File: src/rtl/memory_arbiter.sv
// memory_arbiter: shares one RAM port between an instruction fetch
// requester and a data requester, with data priority bounded by starvation.
//
// Ports
//   CLK, nRST                 clock, asynchronous active-low reset
//   iREN, iaddr               instruction fetch request and address
//   dREN, dWEN, daddr, dstore data read/write request, address, write data
//   iwait, dwait              requester stalls
//   iload, dload              read data, zero while the matching wait is high
//   ramREN, ramWEN, ramaddr,
//   ramstore                  RAM strobes, address and write data
//   ramload, ramstate         RAM read data and status
//                             (FREE=0, BUSY=1, ACCESS=2, ERROR=3)
//   err                       sticky RAM error flag, cleared only by reset
//   icount, dcount            completed access counters, wrap at 16 bits
module memory_arbiter #(
    parameter int STARVE_MAX = 4,
    parameter int ADDR_W     = 32
) (
    input  logic              CLK,
    input  logic              nRST,
    input  logic              iREN,
    input  logic [ADDR_W-1:0] iaddr,
    input  logic              dREN,
    input  logic              dWEN,
    input  logic [ADDR_W-1:0] daddr,
    input  logic [31:0]       dstore,
    output logic              iwait,
    output logic              dwait,
    output logic [31:0]       iload,
    output logic [31:0]       dload,
    output logic              ramREN,
    output logic              ramWEN,
    output logic [ADDR_W-1:0] ramaddr,
    output logic [31:0]       ramstore,
    input  logic [31:0]       ramload,
    input  logic [1:0]        ramstate,
    output logic              err,
    output logic [15:0]       icount,
    output logic [15:0]       dcount
);

    localparam int SW = $clog2(STARVE_MAX + 1);
    localparam logic [SW-1:0] SMAX = SW'(STARVE_MAX);

    localparam logic [1:0] RS_ACCESS = 2'd2;
    localparam logic [1:0] RS_ERROR  = 2'd3;

    typedef enum logic [1:0] {
        IDLE   = 2'd0,
        IGRANT = 2'd1,
        DGRANT = 2'd2,
        FAULT  = 2'd3
    } state_t;

    state_t        state;
    state_t        next;
    logic [SW-1:0] starve;
    logic [15:0]   icnt;
    logic [15:0]   dcnt;
    logic          err_q;

    logic dreq;
    logic starved;
    logic acc;
    logic rerr;
    logic iacc;
    logic dacc;

    assign dreq    = dREN | dWEN;
    assign starved = iREN && (starve == SMAX);
    assign acc     = (ramstate == RS_ACCESS);
    assign rerr    = (ramstate == RS_ERROR);
    assign iacc    = (state == IGRANT) && acc;
    assign dacc    = (state == DGRANT) && acc;

    // ------------------------------------------------------------------
    // State register
    // ------------------------------------------------------------------
    always_ff @(posedge CLK or negedge nRST) begin
        if (!nRST) begin
            state <= IDLE;
        end else begin
            state <= next;
        end
    end

    // ------------------------------------------------------------------
    // Next-state logic
    // ------------------------------------------------------------------
    // A grant is held until the RAM answers; an error wins over
    // everything, a completed access always returns through IDLE, and a
    // withdrawn request abandons the grant without completing it.
    always_comb begin
        next = state;
        unique case (state)
            IDLE: begin
                if (dreq && !starved) begin
                    next = DGRANT;
                end else if (iREN) begin
                    next = IGRANT;
                end
            end
            IGRANT: begin
                if (rerr) begin
                    next = FAULT;
                end else if (acc) begin
                    next = IDLE;
                end else if (!iREN) begin
                    next = IDLE;
                end
            end
            DGRANT: begin
                if (rerr) begin
                    next = FAULT;
                end else if (acc) begin
                    next = IDLE;
                end else if (!dreq) begin
                    next = IDLE;
                end
            end
            FAULT: begin
                next = FAULT;
            end
            default: begin
                next = IDLE;
            end
        endcase
    end

    // ------------------------------------------------------------------
    // Output logic
    // ------------------------------------------------------------------
    // RAM address and strobes depend only on state and requester inputs;
    // ramstate only reaches the requester-side wait/load signals.
    always_comb begin
        ramREN   = 1'b0;
        ramWEN   = 1'b0;
        ramaddr  = '0;
        ramstore = '0;
        iwait    = iREN;
        dwait    = dreq;
        iload    = '0;
        dload    = '0;
        unique case (state)
            IDLE: begin
                iwait = iREN;
                dwait = dreq;
            end
            IGRANT: begin
                ramREN  = 1'b1;
                ramaddr = iaddr;
                iwait   = !acc;
                iload   = acc ? ramload : '0;
                dwait   = 1'b1;
            end
            DGRANT: begin
                ramaddr  = daddr;
                ramWEN   = dWEN;
                // a write request overrides a simultaneous read
                ramREN   = dREN & ~dWEN;
                ramstore = dstore;
                dwait    = !acc;
                dload    = acc ? ramload : '0;
                iwait    = iREN;
            end
            FAULT: begin
                iwait = 1'b1;
                dwait = 1'b1;
            end
            default: begin
                iwait = 1'b1;
                dwait = 1'b1;
            end
        endcase
    end

    // ------------------------------------------------------------------
    // Error flag
    // ------------------------------------------------------------------
    always_ff @(posedge CLK or negedge nRST) begin
        if (!nRST) begin
            err_q <= 1'b0;
        end else if ((state == IGRANT || state == DGRANT) && rerr) begin
            err_q <= 1'b1;
        end
    end

    assign err = err_q;

    // ------------------------------------------------------------------
    // Starvation counter
    // ------------------------------------------------------------------
    // Counts data accesses that completed while a fetch was waiting; once
    // it saturates, the next arbitration decision goes to the fetch.
    always_ff @(posedge CLK or negedge nRST) begin
        if (!nRST) begin
            starve <= '0;
        end else if (iacc) begin
            starve <= '0;
        end else if (dacc && iREN && (starve != SMAX)) begin
            starve <= starve + 1'b1;
        end
    end

    // ------------------------------------------------------------------
    // Access counters
    // ------------------------------------------------------------------
    always_ff @(posedge CLK or negedge nRST) begin
        if (!nRST) begin
            icnt <= '0;
        end else if (iacc) begin
            icnt <= icnt + 16'd1;
        end
    end

    always_ff @(posedge CLK or negedge nRST) begin
        if (!nRST) begin
            dcnt <= '0;
        end else if (dacc) begin
            dcnt <= dcnt + 16'd1;
        end
    end

    assign icount = icnt;
    assign dcount = dcnt;

endmodule

File: config.mk
export PLATFORM = sky130hd
export DESIGN_NAME = memory_arbiter
export DESIGN_NICKNAME = d
export VERILOG_FILES = /design/src/rtl/memory_arbiter.sv
export SDC_FILE = /design/constraint.sdc
export NUM_CORES = 1
export LEC_CHECK = 0
export ABC_CLOCK_PERIOD_IN_PS = 2700
export CORE_AREA = 2 2 117 119
export CTS_CLUSTER_SIZE = 16
export DETAILED_ROUTE_END_ITERATION = 7
export DIE_AREA = 0 0 119 121
export PLACE_DENSITY_LB_ADDON = 0.12
export SETUP_SLACK_MARGIN = 0.02
export SYNTH_ARGS = -nofsm -noshare
export SYNTH_HDL_FRONTEND = slang
export SYNTH_SLANG_ARGS = --single-unit
File: constraint.sdc
create_clock -name CLK -period 2.7 [get_ports CLK]
set_input_delay 0.54 -clock CLK [delete_from_list [all_inputs] [get_ports CLK]]
set_output_delay 0.54 -clock CLK [all_outputs]
set_load 0.05 [all_outputs]
# ---- Word-level counts from Yosys, hierarchy flattened
# Cells that the tools add are included.
dict set report classes {
  addsub 3
  eq_ne 10
  muxes 20
  bitwise 3
  reduce_logical 15
}
# op count
set op_table {}
lappend op_table {{32-bit 2-to-1 mux} 4}
lappend op_table {{32-bit case mux with 2 select lines} 1}
lappend op_table {{16-bit by 1-bit adder with 16-bit output, second input constant} 2}
lappend op_table {{2-bit 2-to-1 mux} 8}
lappend op_table {{2-bit == test, second input constant} 4}
lappend op_table {{4-bit != test, second input constant} 2}
lappend op_table {{2-bit case mux with 4 select lines} 1}
lappend op_table {{1-bit logical AND} 7}
lappend op_table {{3-bit 2-to-1 mux} 2}
lappend op_table {{3-bit != test, second input constant} 2}
lappend op_table {{1-bit case mux with 3 select lines} 2}
lappend op_table {{2-bit OR reduction} 2}
lappend op_table {{3-bit by 1-bit adder with 3-bit output, second input constant} 1}
lappend op_table {{3-bit == test, second input constant} 1}
lappend op_table {{3-bit AND reduction} 1}
lappend op_table {{2-bit by 1-bit == test with 1-bit output, second input constant} 1}
lappend op_table {{1-bit logical NOT} 2}
lappend op_table {{2-bit logical NOT} 1}
lappend op_table {{1-bit case mux with 2 select lines} 1}
lappend op_table {{2-bit nonzero test} 1}
lappend op_table {{1-bit bitwise AND} 1}
lappend op_table {{1-bit logical OR} 1}
lappend op_table {{1-bit 2-to-1 mux} 1}
lappend op_table {{1-bit inverter} 1}
lappend op_table {{1-bit bitwise OR} 1}
dict set report totals {
  ff_bits 38
  input_bits 135
  out_inout_bits 165
  wordCells 56
}

# ---- Logic depth before layout (Yosys ltp)
dict set report logic_depth {
  ltp_word 6
  depth_mapped 9
  ltp_nobuf 6
}

# ---- Worst setup path after synthesis
# OpenSTA, ideal clock, no wires.
dict set report synth_path {
  path_type {reg2out}
  start {reg state[0]}
  end {out dwait}
  arrival_ns 2.298
  required_time_ns 2.160
  setup_slack_ns -0.138
  path_stages_with_launch 7
  path_buffers 2
  cell_sequence {dfrtp_1 inv_1 ha_1 buf_4 clkbuf_1 a211oi_1 o21ai_0}
}
dict set report synth_via {
  elab_chain_len 3
  word_cells_on_any_way 6
  cone_classes {eq/ne (3); mux (1); reduce/logical (2)}
}
# item line_no
set synth_lines {}
lappend synth_lines {{from (decl)} 56} ;# state_t state;
lappend synth_lines {{from (signal assigned)} 84} ;# state <= next;
lappend synth_lines {{2-bit by 1-bit == test with 1-bit output or 2-bit == test (tied branches)} 145} ;# unique case (state)
lappend synth_lines {{2-bit OR reduction (no source line)} -}
lappend synth_lines {{1-bit case mux with 3 select lines *} 145}
lappend synth_lines {{to (decl)} 29} ;# output logic dwait,
# Mark *: on every way between the ends. The rest lies on a longest branch, timed or not.

# ---- Worst setup path in the final report
dict set report layout_path {
  start {reg state[0]}
  end {out ramaddr[17]}
}
dict set report layout_via {
  elab_chain_len 2
  word_cells_on_any_way 3
  cone_classes {eq/ne (2); mux (1)}
}
# item line_no
set layout_lines {}
lappend layout_lines {{2-bit == test or 2-bit by 1-bit == test with 1-bit output (tied branches)} 145}
lappend layout_lines {{32-bit case mux with 2 select lines *} 145}
lappend layout_lines {{to (decl)} 34} ;# output logic [ADDR_W-1:0] ramaddr,
# Marked as above.

==> metrics <==
Remaining DRCs=0; Worst Path Required=about 2200 ps; critical path class=reg2out; Placer Congestion=0.785; Mapped Nets=499; Clock power frac=about 8.5%; Port Buffers=around 300; CTS Buf Count=5; CP top delay family=buffers and inverters; layout cell share with drive strength beyond 1=roughly a quarter; EDFF count, synth=0; Static Leakage=roughly 3.2 nW; CTS resizes=0; crit path max fanout=22; CP startpoint kind=flip-flop; Cell Area, Synth=between 3000 and 4000 sq um; global-route wire length before repair=roughly 21 mm; dominant synthesized flop cell=dfrtp_1; sequential share of power=between 10% and 20%; Logic pwr share=80.4%; clk_skew=~3.5 ps; Layout area overhead=154%; total I/O pin count=300; CTS max path bufs=2; worst ir drop on vdd=about 0.00033 V; CP Data Arrival Time=just under 2000 ps; Sw Pwr=approximately 3.4 mW; Post-synth ARST share=100%; Post-DRT Antenna Nets=0; Nets=790; Buf+Inv Stages, Crit Path=3; Hold Crit Class=in2async; 1st-iter DRT viols=between 100 and 150; DP HPWL=approximately 12 mm; pwr/cell area=between 900 and 1000 nW/um^2; CTS tree=yes; status=completed; Yosys reg bits=38; drt via density=~4.4; antenna cells=0; setup tns final=0 ps; initial antenna violation count=0; syn avg cell area=between 8 and 9 sq um; core area=about 13000 sq um; area of the multi-input gates=1960 sq um; starting density of the core=a little under a quarter; standard-cell row count=42; Final setup violation count=0; final hold vios=0; fin crit period=2530 ps; final WL=about 14 mm; Sequential Area=approximately 950 sq um; fillers=around 1000; Post-Syn Instances=about 350; synth warn=0; CP Cell Sequence=inv_1 > ha_1 > buf_4 > a22oi_1 > nor2b_1 > buf_12; fmax=395 MHz; synth top area cells=dfrtp_1 31%, and2_1 20%, a22oi_1 7.9%, nor2b_1 6.6%, xnor2_1 5.8%; CTS Hold Bufs=0; Synth top area share=31.2%; die area=14400 sq um; die height=between 100 and 150 um; RSZ-0062 raised after global routing=false; Crit. End Element=output pin; worst hold margin=between 300 and 400 ps; post-synthesis sequential area ratio=approximately 31%; worst rel slew slack=a little over two fifths; Max-Cap Viols=0; H-tree depth=2; most common cell in the netlist=and2_1; slowest stage delay, CP=roughly 460 ps; gr ovfl total=0; number of global-route vias before repair=3764; die width=between 100 and 150 um; TritonRoute pass-1 iters=4; setup bufs post-CTS=0; Via Count=~3600; slowest cell on the critical path=dfrtp_1; latest clock arrival within the worst-skew pair=roughly 280 ps; Max Transition Viols Final=0; Tightest Pin Transition=854 ps; Yosys top cell by area=dfrtp_1; GRT Overall Usage=18.7%; Int Pwr=3.57 mW; root buf cell=clkbuf_16; clk slew on worst S/H paths=around 60 ps; post-synthesis cell type count=36; largest net degree at the start of global routing=43; switching share of power=roughly half; WL per Instance=roughly 17 um; Clock Sinks=38; fin crit share=between 90% and 100%; leading cell types by count after synthesis=99 x and2_1, 38 x dfrtp_1, 32 x a22oi_1, 32 x nor2b_1, 20 x xnor2_1
==> stage by stage <==
step                instances  setup slack [ps]  instance area (sq um)  total power, mW  utilization (%)
floorplan                 353               228                   3040             3.65                -
global placement          813               220                   7570             6.38             57.9
detailed placement        813               215                   7570             6.45             57.9
CTS                       821               144                   7720             7.05             59.0
global route              821              32.0                   7720             7.28             59.0
finish                    821               166                   7720             6.98             59.0
==> cell usage in the layout (no fill, tap or decap), types with 2 or more instances in the layout <==
cell type,count
and3b_1,3
nand4_1,10
a22oi_1,32
xnor2_1,20
buf_4,6
clkbuf_16,5
nand2_1,13
nor2_1,14
xor2_1,12
a31oi_1,2
o21ai_0,3
nand3_1,8
a21oi_1,2
ha_1,11
dfrtp_1,38
nor3_1,2
and2_1,99
buf_12,135
mux2i_1,3
clkdlybuf4s50_1,166
mux2_2,3
nor2b_1,32
and3_1,2
inv_1,7
==> final timing paths <==
kind | from | end | slack, ps | depth (start not counted)
setup / recovery | state[0]$_DFFE_PN0P_ | ramaddr[17] | 170 | 6
hold / removal | nRST | icount[10]$_DFFE_PN0P_ | 360 | 1
setup reg to reg | state[0]$_DFFE_PN0P_ | dcount[15]$_DFFE_PN0P_ | 450 | 7
hold reg to reg | icount[15]$_DFFE_PN0P_ | icount[15]$_DFFE_PN0P_ | 470 | 1
max in group asynchronous | nRST | icount[2]$_DFFE_PN0P_ | 1790 | 1
min in group CLK | icount[15]$_DFFE_PN0P_ | icount[15]$_DFFE_PN0P_ | 470 | 1
==> area by class of cell <==
| class | count | area share (%) |
|---|---|---|
| clock inverter | 2 | 0.162 |
| tap | 176 | 2.85 |
| timing repair buffer | 308 | 57.2 |
| inverter | 7 | 0.340 |
| clock buffer | 6 | 1.80 |
| sequential | 38 | 12.3 |
| multi-input combinational | 284 | 25.4 |
==> power by group through the flow <==
| stage | clock network, mW | logic, mW | registers [mW] |
|---|---|---|---|
| 4_1_cts | 0.605 | 5.67 | 0.775 |
| 2_1_floorplan | 0 | 2.68 | 0.968 |
| 3_3_place_gp | 0 | 5.61 | 0.773 |
| 6_report | 0.596 | 5.61 | 0.775 |
| 5_1_grt | 0.640 | 5.85 | 0.791 |
| 3_5_place_dp | 0 | 5.66 | 0.782 |
==> routing by layer <==
metal / up-vias / track usage (%) / part of all wire [%]
met2: 183 / 34.3 / 53
met4: 0 / 3.87 / 1.5
met3: 12 / 5.12 / 7.8
met5: - / 0 / 0
met1: 1666 / 21.8 / 38
li1: 1755 / - / -
==> registers in the layout (all words and copies together), names as in the netlist <==
register  cells
dcount       16
state         2
err           1
starve        3
icount       16
==> worst reg2reg max path, stage by stage, from the launching register on <==
cell and delay, ps:
dfrtp_1 460, inv_1 160, ha_1 220, buf_4 300, nand4_1 220, nor4_4 440, nand4_1 180, xnor2_1 150
==> kinds of logic (layout without fill, tap and decap cells) <==
kind of cell	after synthesis	after routing	synth area share, %
muxes	6	6	2.10
DFF	38	38	31.2
and+or+nand+nor	192	192	38.4
buffers and inverters	31	323	4.44
AOI/OAI and AO/OA	43	43	10.1
adders and majority gates	11	11	4.52
xor gates and xnor gates	32	32	9.21
(Power assumes the default switching activity.)
